==> config.mk <==
export PLATFORM = sky130hd
export DESIGN_NAME = gups_rmw_engine
export DESIGN_NICKNAME = d
export VERILOG_FILES = /design/src/rtl/gups_pkg.sv /design/src/rtl/gups_lfsr.sv /design/src/rtl/gups_rmw_engine.sv
export SDC_FILE = /design/constraint.sdc
export NUM_CORES = 1
export LEC_CHECK = 0
export ABC_AREA = 1
export CORE_MARGIN = 5
export CORE_UTILIZATION = 45
export DETAILED_ROUTE_END_ITERATION = 8
export PLACE_DENSITY = 0.78
export SYNTH_ARGS = -nofsm -noshare
export SYNTH_HDL_FRONTEND = slang
export SYNTH_SLANG_ARGS = --single-unit
==> constraint.sdc <==
create_clock -name clk -period 1.8 [get_ports clk]
set_input_delay 0.36 -clock clk [delete_from_list [all_inputs] [get_ports clk]]
set_output_delay 0.36 -clock clk [all_outputs]
set_load 0.02 [all_outputs]
==> src/rtl/gups_pkg.sv <==
// Shared types and constants for the GUPS read-modify-write engine.
// Optional build macro used by the engine: GUPS_PERF_CNT_EN (stall/run cycle counters).
package gups_pkg;

    typedef enum logic [2:0] {
        ST_IDLE,
        ST_RD_REQ,
        ST_MODIFY,
        ST_WR_REQ,
        ST_NEXT,
        ST_DONE
    } state_e;

    localparam logic [15:0] LFSR_TAP      = 16'hB400;
    localparam logic [15:0] LFSR_ZERO_SUB = 16'h0001;

endpackage

==> src/rtl/gups_lfsr.sv <==
// One Galois right-shift LFSR address stream; load takes priority over step.
module gups_lfsr
    import gups_pkg::*;
#(
    parameter int LFSR_W = 16
) (
    input  logic              clk,
    input  logic              rst,
    input  logic              load,
    input  logic              step,
    input  logic [LFSR_W-1:0] seed,
    output logic [LFSR_W-1:0] value
);

    logic [LFSR_W-1:0] lfsr_q;
    logic [LFSR_W-1:0] lfsr_d;

    always_comb begin
        lfsr_d = lfsr_q;
        if (load) begin
            // An all-zero state would lock the LFSR, so substitute a legal seed.
            lfsr_d = (seed == '0) ? LFSR_W'(LFSR_ZERO_SUB) : seed;
        end else if (step) begin
            lfsr_d = (lfsr_q >> 1) ^ (lfsr_q[0] ? LFSR_W'(LFSR_TAP) : '0);
        end
    end

    always_ff @(posedge clk) begin
        if (rst) begin
            lfsr_q <= '0;
        end else begin
            lfsr_q <= lfsr_d;
        end
    end

    assign value = lfsr_q;

endmodule

==> src/rtl/gups_rmw_engine.sv <==
// GUPS read-modify-write engine: round-robin LFSR lanes drive read, add INC, write back.
// Define GUPS_PERF_CNT_EN to add the saturating stall_cycles/run_cycles outputs.
module gups_rmw_engine
    import gups_pkg::*;
#(
    parameter int          DATA_W    = 64,
    parameter int          ADDR_W    = 64,
    parameter int          NUM_LANES = 4,
    parameter int          LFSR_W    = 16,
    parameter int unsigned INC       = 1
) (
    input  logic                        clk,
    input  logic                        rst,
    input  logic                        start,
    input  logic [31:0]                 num_updates,
    input  logic [NUM_LANES*LFSR_W-1:0] seed,
    input  logic [ADDR_W-1:0]           range,
    output logic [ADDR_W-1:0]           addr,
    input  logic [DATA_W-1:0]           din,
    output logic [DATA_W-1:0]           dout,
    output logic                        req,
    output logic                        wr,
    input  logic                        rdy,
    output logic                        busy,
    output logic                        done,
    output logic [31:0]                 update_cnt
`ifdef GUPS_PERF_CNT_EN
   ,output logic [31:0]                 stall_cycles,
    output logic [31:0]                 run_cycles
`endif
);

    localparam int PTR_W = (NUM_LANES > 1) ? $clog2(NUM_LANES) : 1;

    state_e              state_q, state_d;
    logic [PTR_W-1:0]    ptr_q, ptr_d;
    logic [31:0]         num_q, num_d;
    logic [ADDR_W-1:0]   range_q, range_d;
    logic [DATA_W-1:0]   rdata_q, rdata_d;
    logic [DATA_W-1:0]   dout_q, dout_d;
    logic                busy_q, busy_d;
    logic                done_q, done_d;
    logic [31:0]         cnt_q, cnt_d;
    logic                start_acc;
    logic                step_lane;
    logic [LFSR_W-1:0]   lane_val [NUM_LANES];
    logic [NUM_LANES-1:0] lane_step;

    for (genvar i = 0; i < NUM_LANES; i++) begin : g_lane
        assign lane_step[i] = step_lane && (ptr_q == PTR_W'(i));
        gups_lfsr #(.LFSR_W(LFSR_W)) u_lfsr (
            .clk   (clk),
            .rst   (rst),
            .load  (start_acc),
            .step  (lane_step[i]),
            .seed  (seed[i*LFSR_W +: LFSR_W]),
            .value (lane_val[i])
        );
    end

    always_comb begin
        state_d   = state_q;
        ptr_d     = ptr_q;
        num_d     = num_q;
        range_d   = range_q;
        rdata_d   = rdata_q;
        dout_d    = dout_q;
        busy_d    = busy_q;
        done_d    = done_q;
        cnt_d     = cnt_q;
        start_acc = 1'b0;
        step_lane = 1'b0;
        unique case (state_q)
            ST_IDLE: begin
                if (start) begin
                    start_acc = 1'b1;
                    num_d     = num_updates;
                    range_d   = range;
                    cnt_d     = '0;
                    done_d    = 1'b0;
                    busy_d    = 1'b1;
                    ptr_d     = '0;
                    state_d   = (num_updates == '0) ? ST_DONE : ST_RD_REQ;
                end
            end
            ST_RD_REQ: begin
                if (rdy) begin
                    rdata_d = din;
                    state_d = ST_MODIFY;
                end
            end
            ST_MODIFY: begin
                dout_d  = rdata_q + DATA_W'(INC);
                state_d = ST_WR_REQ;
            end
            ST_WR_REQ: begin
                if (rdy) begin
                    cnt_d   = cnt_q + 32'd1;
                    state_d = ST_NEXT;
                end
            end
            ST_NEXT: begin
                step_lane = 1'b1;
                ptr_d     = (ptr_q == PTR_W'(NUM_LANES - 1)) ? '0 : ptr_q + PTR_W'(1);
                state_d   = (cnt_q == num_q) ? ST_DONE : ST_RD_REQ;
            end
            ST_DONE: begin
                busy_d  = 1'b0;
                done_d  = 1'b1;
                state_d = ST_IDLE;
            end
            default: state_d = ST_IDLE;
        endcase
    end

    always_ff @(posedge clk) begin
        if (rst) begin
            state_q <= ST_IDLE;
            ptr_q   <= '0;
            num_q   <= '0;
            range_q <= '0;
            rdata_q <= '0;
            dout_q  <= '0;
            busy_q  <= 1'b0;
            done_q  <= 1'b0;
            cnt_q   <= '0;
        end else begin
            state_q <= state_d;
            ptr_q   <= ptr_d;
            num_q   <= num_d;
            range_q <= range_d;
            rdata_q <= rdata_d;
            dout_q  <= dout_d;
            busy_q  <= busy_d;
            done_q  <= done_d;
            cnt_q   <= cnt_d;
        end
    end

    // req is decoded from state so a reset edge drops it immediately.
    assign req        = (state_q == ST_RD_REQ) || (state_q == ST_WR_REQ);
    assign wr         = (state_q == ST_WR_REQ);
    assign addr       = ADDR_W'(lane_val[ptr_q]) & range_q;
    assign dout       = dout_q;
    assign busy       = busy_q;
    assign done       = done_q;
    assign update_cnt = cnt_q;

`ifdef GUPS_PERF_CNT_EN
    logic [31:0] stall_q, stall_d;
    logic [31:0] run_q, run_d;

    always_comb begin
        stall_d = stall_q;
        run_d   = run_q;
        if (start_acc) begin
            stall_d = '0;
            run_d   = '0;
        end else begin
            if (req && !rdy && (stall_q != '1)) stall_d = stall_q + 32'd1;
            if (busy_q && (run_q != '1))        run_d   = run_q + 32'd1;
        end
    end

    always_ff @(posedge clk) begin
        if (rst) begin
            stall_q <= '0;
            run_q   <= '0;
        end else begin
            stall_q <= stall_d;
            run_q   <= run_d;
        end
    end

    assign stall_cycles = stall_q;
    assign run_cycles   = run_q;
`endif

endmodule
==> flow_metrics.tcl <==
set metrics [dict create \
    status "finished, violations left" \
    violations "negative setup slack" \
    synthCells 2279 \
    synth-main-ff-cell "dfxtp_1" \
    period_share_pct 117 \
    critical_path_class "flip-flop to output pin" \
    layout_common_cells "nand2_1, nor2_1, buf_4" \
    place_ws_ps -224 \
    crit_required_ps 1440 \
    synth_edf_count 0 \
    finalPower_mw 17.5 \
    dr.first_iter.drc_count 1283 \
    synth.area.mux_share_pct 0 \
    area_growth_pct 44.2 \
    die-area_mm2 0.0371 \
    setup_violations 16 \
    wl_per_cell_um 18.1 \
    layout_commonest_cell "nand2_1" \
    seq_area_frac_synth_pct 37.2 \
    clock_power_share_pct 36.7 \
    core-area_mm2 0.0333 \
    crit_end "addr[9]" \
    fin_worst_hold_slack_ps 367 \
    grt_antenna_before_repair 1 \
    endpoint_kind "output pin" \
    layout.nets 3005 \
    grt_pass1_vias 16400 \
    vias 16800 \
    grt_pass1_wl_um 88400 \
    finalCriticalPeriod_ps 2110 \
    dpl_cell_area_mm2 0.0200 \
    slew_violations 0 \
    firstDrtPassIters 7 \
    maxCapViolations 0 \
    synth_fa_ha_area_share_pct 0.500 \
    synth_top_cell_area_share_pct 37.2 \
    slowest_stage "dfxtp_4" \
    die_w_um 193 \
    setup.worst_path.start_class "flip-flop" \
    crit_family "flip-flops" \
    fin_util_pct 65.1 \
    postRouteAntennaNets 0 \
    yosys.area_share.simple_pct 29.7 \
    ff2ff_setup_slack_ps 40 \
    p_int_mw 12.2 \
    avgSynthCellArea_um2 6.59 \
    switchingPower_mw 5.28 \
    boundaryPins 392 \
    drcViolationCount 0 \
    cts-root-buf "clkbuf_16" \
    synth-compound-area-share_pct 18.3 \
    crit_chain "clkinv_4, buf_8, a21oi_2, o21ai_1, a21oi_1, buf_4" \
    portBuffers 295 \
    vias_per_cell 5.19 \
    fin_cells 3241 \
    worstRegToRegCells 11 \
    cellLeakagePower_nw 9.33 \
    path_clk_slew_ps 60 \
    rr_endpoint "dout[51]" \
    ys_async_sr_fraction_pct 0 \
    grt_overflow 0 \
    worstSkewPairLatency_ps 580 \
    max_stage_delay_ps 400 \
    dp_hpwl_um 46000 \
    peakVddDrop_mv 0.738 \
    arrival_ps 1750 \
    die_y_um 193 \
    synth_xor_xnor_area_share_pct 2.92 \
    clock_sinks 279 \
    synth_top_area_cell "dfxtp_1" \
    routabilityCongestion 0.978 \
    design_area_mm2 0.0217 \
    fmax_mhz 475 \
    num_antenna_cells 0 \
    crit_fanout 7 \
    r2r-start "rdata_q[13]" \
    rsz0062_at_grt "yes" \
    netSwitchingFraction_pct 30.1 \
    grt_max_degree 69 \
    cts_tree "built" \
    dpl.cell_count 3172 \
    fin_ws_ps -306 \
    cts_buffers 31 \
    p_comb_share_pct 21.8 \
    cp_num_buf_inv 3 \
    layout-drive-gt1-share_pct 19.7 \
    synth_top_family_by_area "simple AND/OR/NAND/NOR gates" \
    fin_tns_setup_ps -4360 \
    cts_hold_buf 0 \
    num_rows 67 \
    synth-seq-cells 279 \
    hold_class "primary input to flip-flop" \
    cts_buffer_depth 3 \
    skew_ps 13.3 \
    power_density_mw_per_mm2 808 \
    drt_wl_total_um 58700 \
    path_depth 6 \
    ctsHtreeMaxLevel 1 \
    initial_core_util_pct 45.1 \
    seq_power_share_pct 41.5 \
    hold_viol 0 \
    startpoint "ptr_q[0]" \
    synthTopCellsByArea "dfxtp_1, nand2_1, nor2_1, o21ai_0, a21oi_1" \
    ys_warn_count 0 \
    grt_usage_pct 30.1 \
    post_synth_num_cell_types 44 \
    syn-cell-area_mm2 0.0150 \
]
final cells by class:
| cell class | count | area [um2] |
|---|---|---|
| Clock buffer | 44 | 905 |
| Clock inverter | 11 | 125 |
| Fill cell | 3118 | 11600 |
| Inverter | 230 | 882 |
| Multi-Input combinational cell | 1665 | 8400 |
| Sequential cell | 279 | 5650 |
| Tap cell | 448 | 561 |
| Timing Repair Buffer | 563 | 5130 |
| Timing Repair inverter | 1 | 7.51 |
Yosys cell counts, types with 26 or more instances:
master and n:
nand2_1 465, nor2_1 370, dfxtp_1 279, o21ai_0 242
inv_1 220, a21oi_1 168, nand3_1 91, buf_4 53
clkbuf_1 52, nor3_1 50, o21a_1 34, buf_2 33
nand4_1 31, xnor2_1 26
per-layer routing:
metal  track usage [%]  share of wire [%]  vias up
met3              4.78                7.0      134
met2              52.0                 48      613
met5                 0              0.034        -
met1              37.3                 41     7804
met4              12.1                4.5        2
li1                  -                  -     8258
tightest hold or removal path, delay by kind of cell:
family                 cells  cell delay, ps
and+or+nand+nor            2             150
buffers and inverters      1             390
worst min path at each step:
stage | slack (ps) | end | start | cells after the start
finish | 370 | rdata_q[36] | din[36] | 3
global route | 360 | rdata_q[22] | din[22] | 3
CTS | 350 | g_lane[2].u_lfsr.value[12] | seed[44] | 3
detailed placement | 460 | rdata_q[63] | rdata_q[63] | 2
global placement | 450 | num_q[6] | num_q[6] | 2
floorplan | 430 | range_q[10] | range_q[10] | 2
registers in the layout (all words and copies together), names as in the netlist:
register             count
state_q                  3
update_cnt              32
dout                    64
num_q                   32
ptr_q                    2
rdata_q                 64
range_q                 16
done                     1
g_lane.u_lfsr.value     64
busy                     1
kinds of logic after synthesis:
family	after synthesis
AO/OA/AOI/OAI	501
buffers and inverters	382
adder cells (fa/ha/maj)	6
AND/OR/NAND/NOR	1060
other	1
XOR/XNOR	50
flip-flops	279
timing repair:
action,CTS,global route
setup endpoints to repair,130,103
resized for setup,301,142
pin swaps,10,24
cloned,1,2
hold endpoints to repair,0,0
buffers inserted,4,7
power groups by stage:
stage	Clock (mW)	Sequential [mW]	Combinational (mW)
5_1_grt	6.80	7.32	4.18
3_3_place_gp	0	7.34	3.67
3_5_place_dp	0	7.35	3.72
4_1_cts	6.52	7.23	3.70
2_1_floorplan	0	7.39	1.89
6_report	6.42	7.26	3.82
Note: power is estimated with default switching activity, not from simulation.
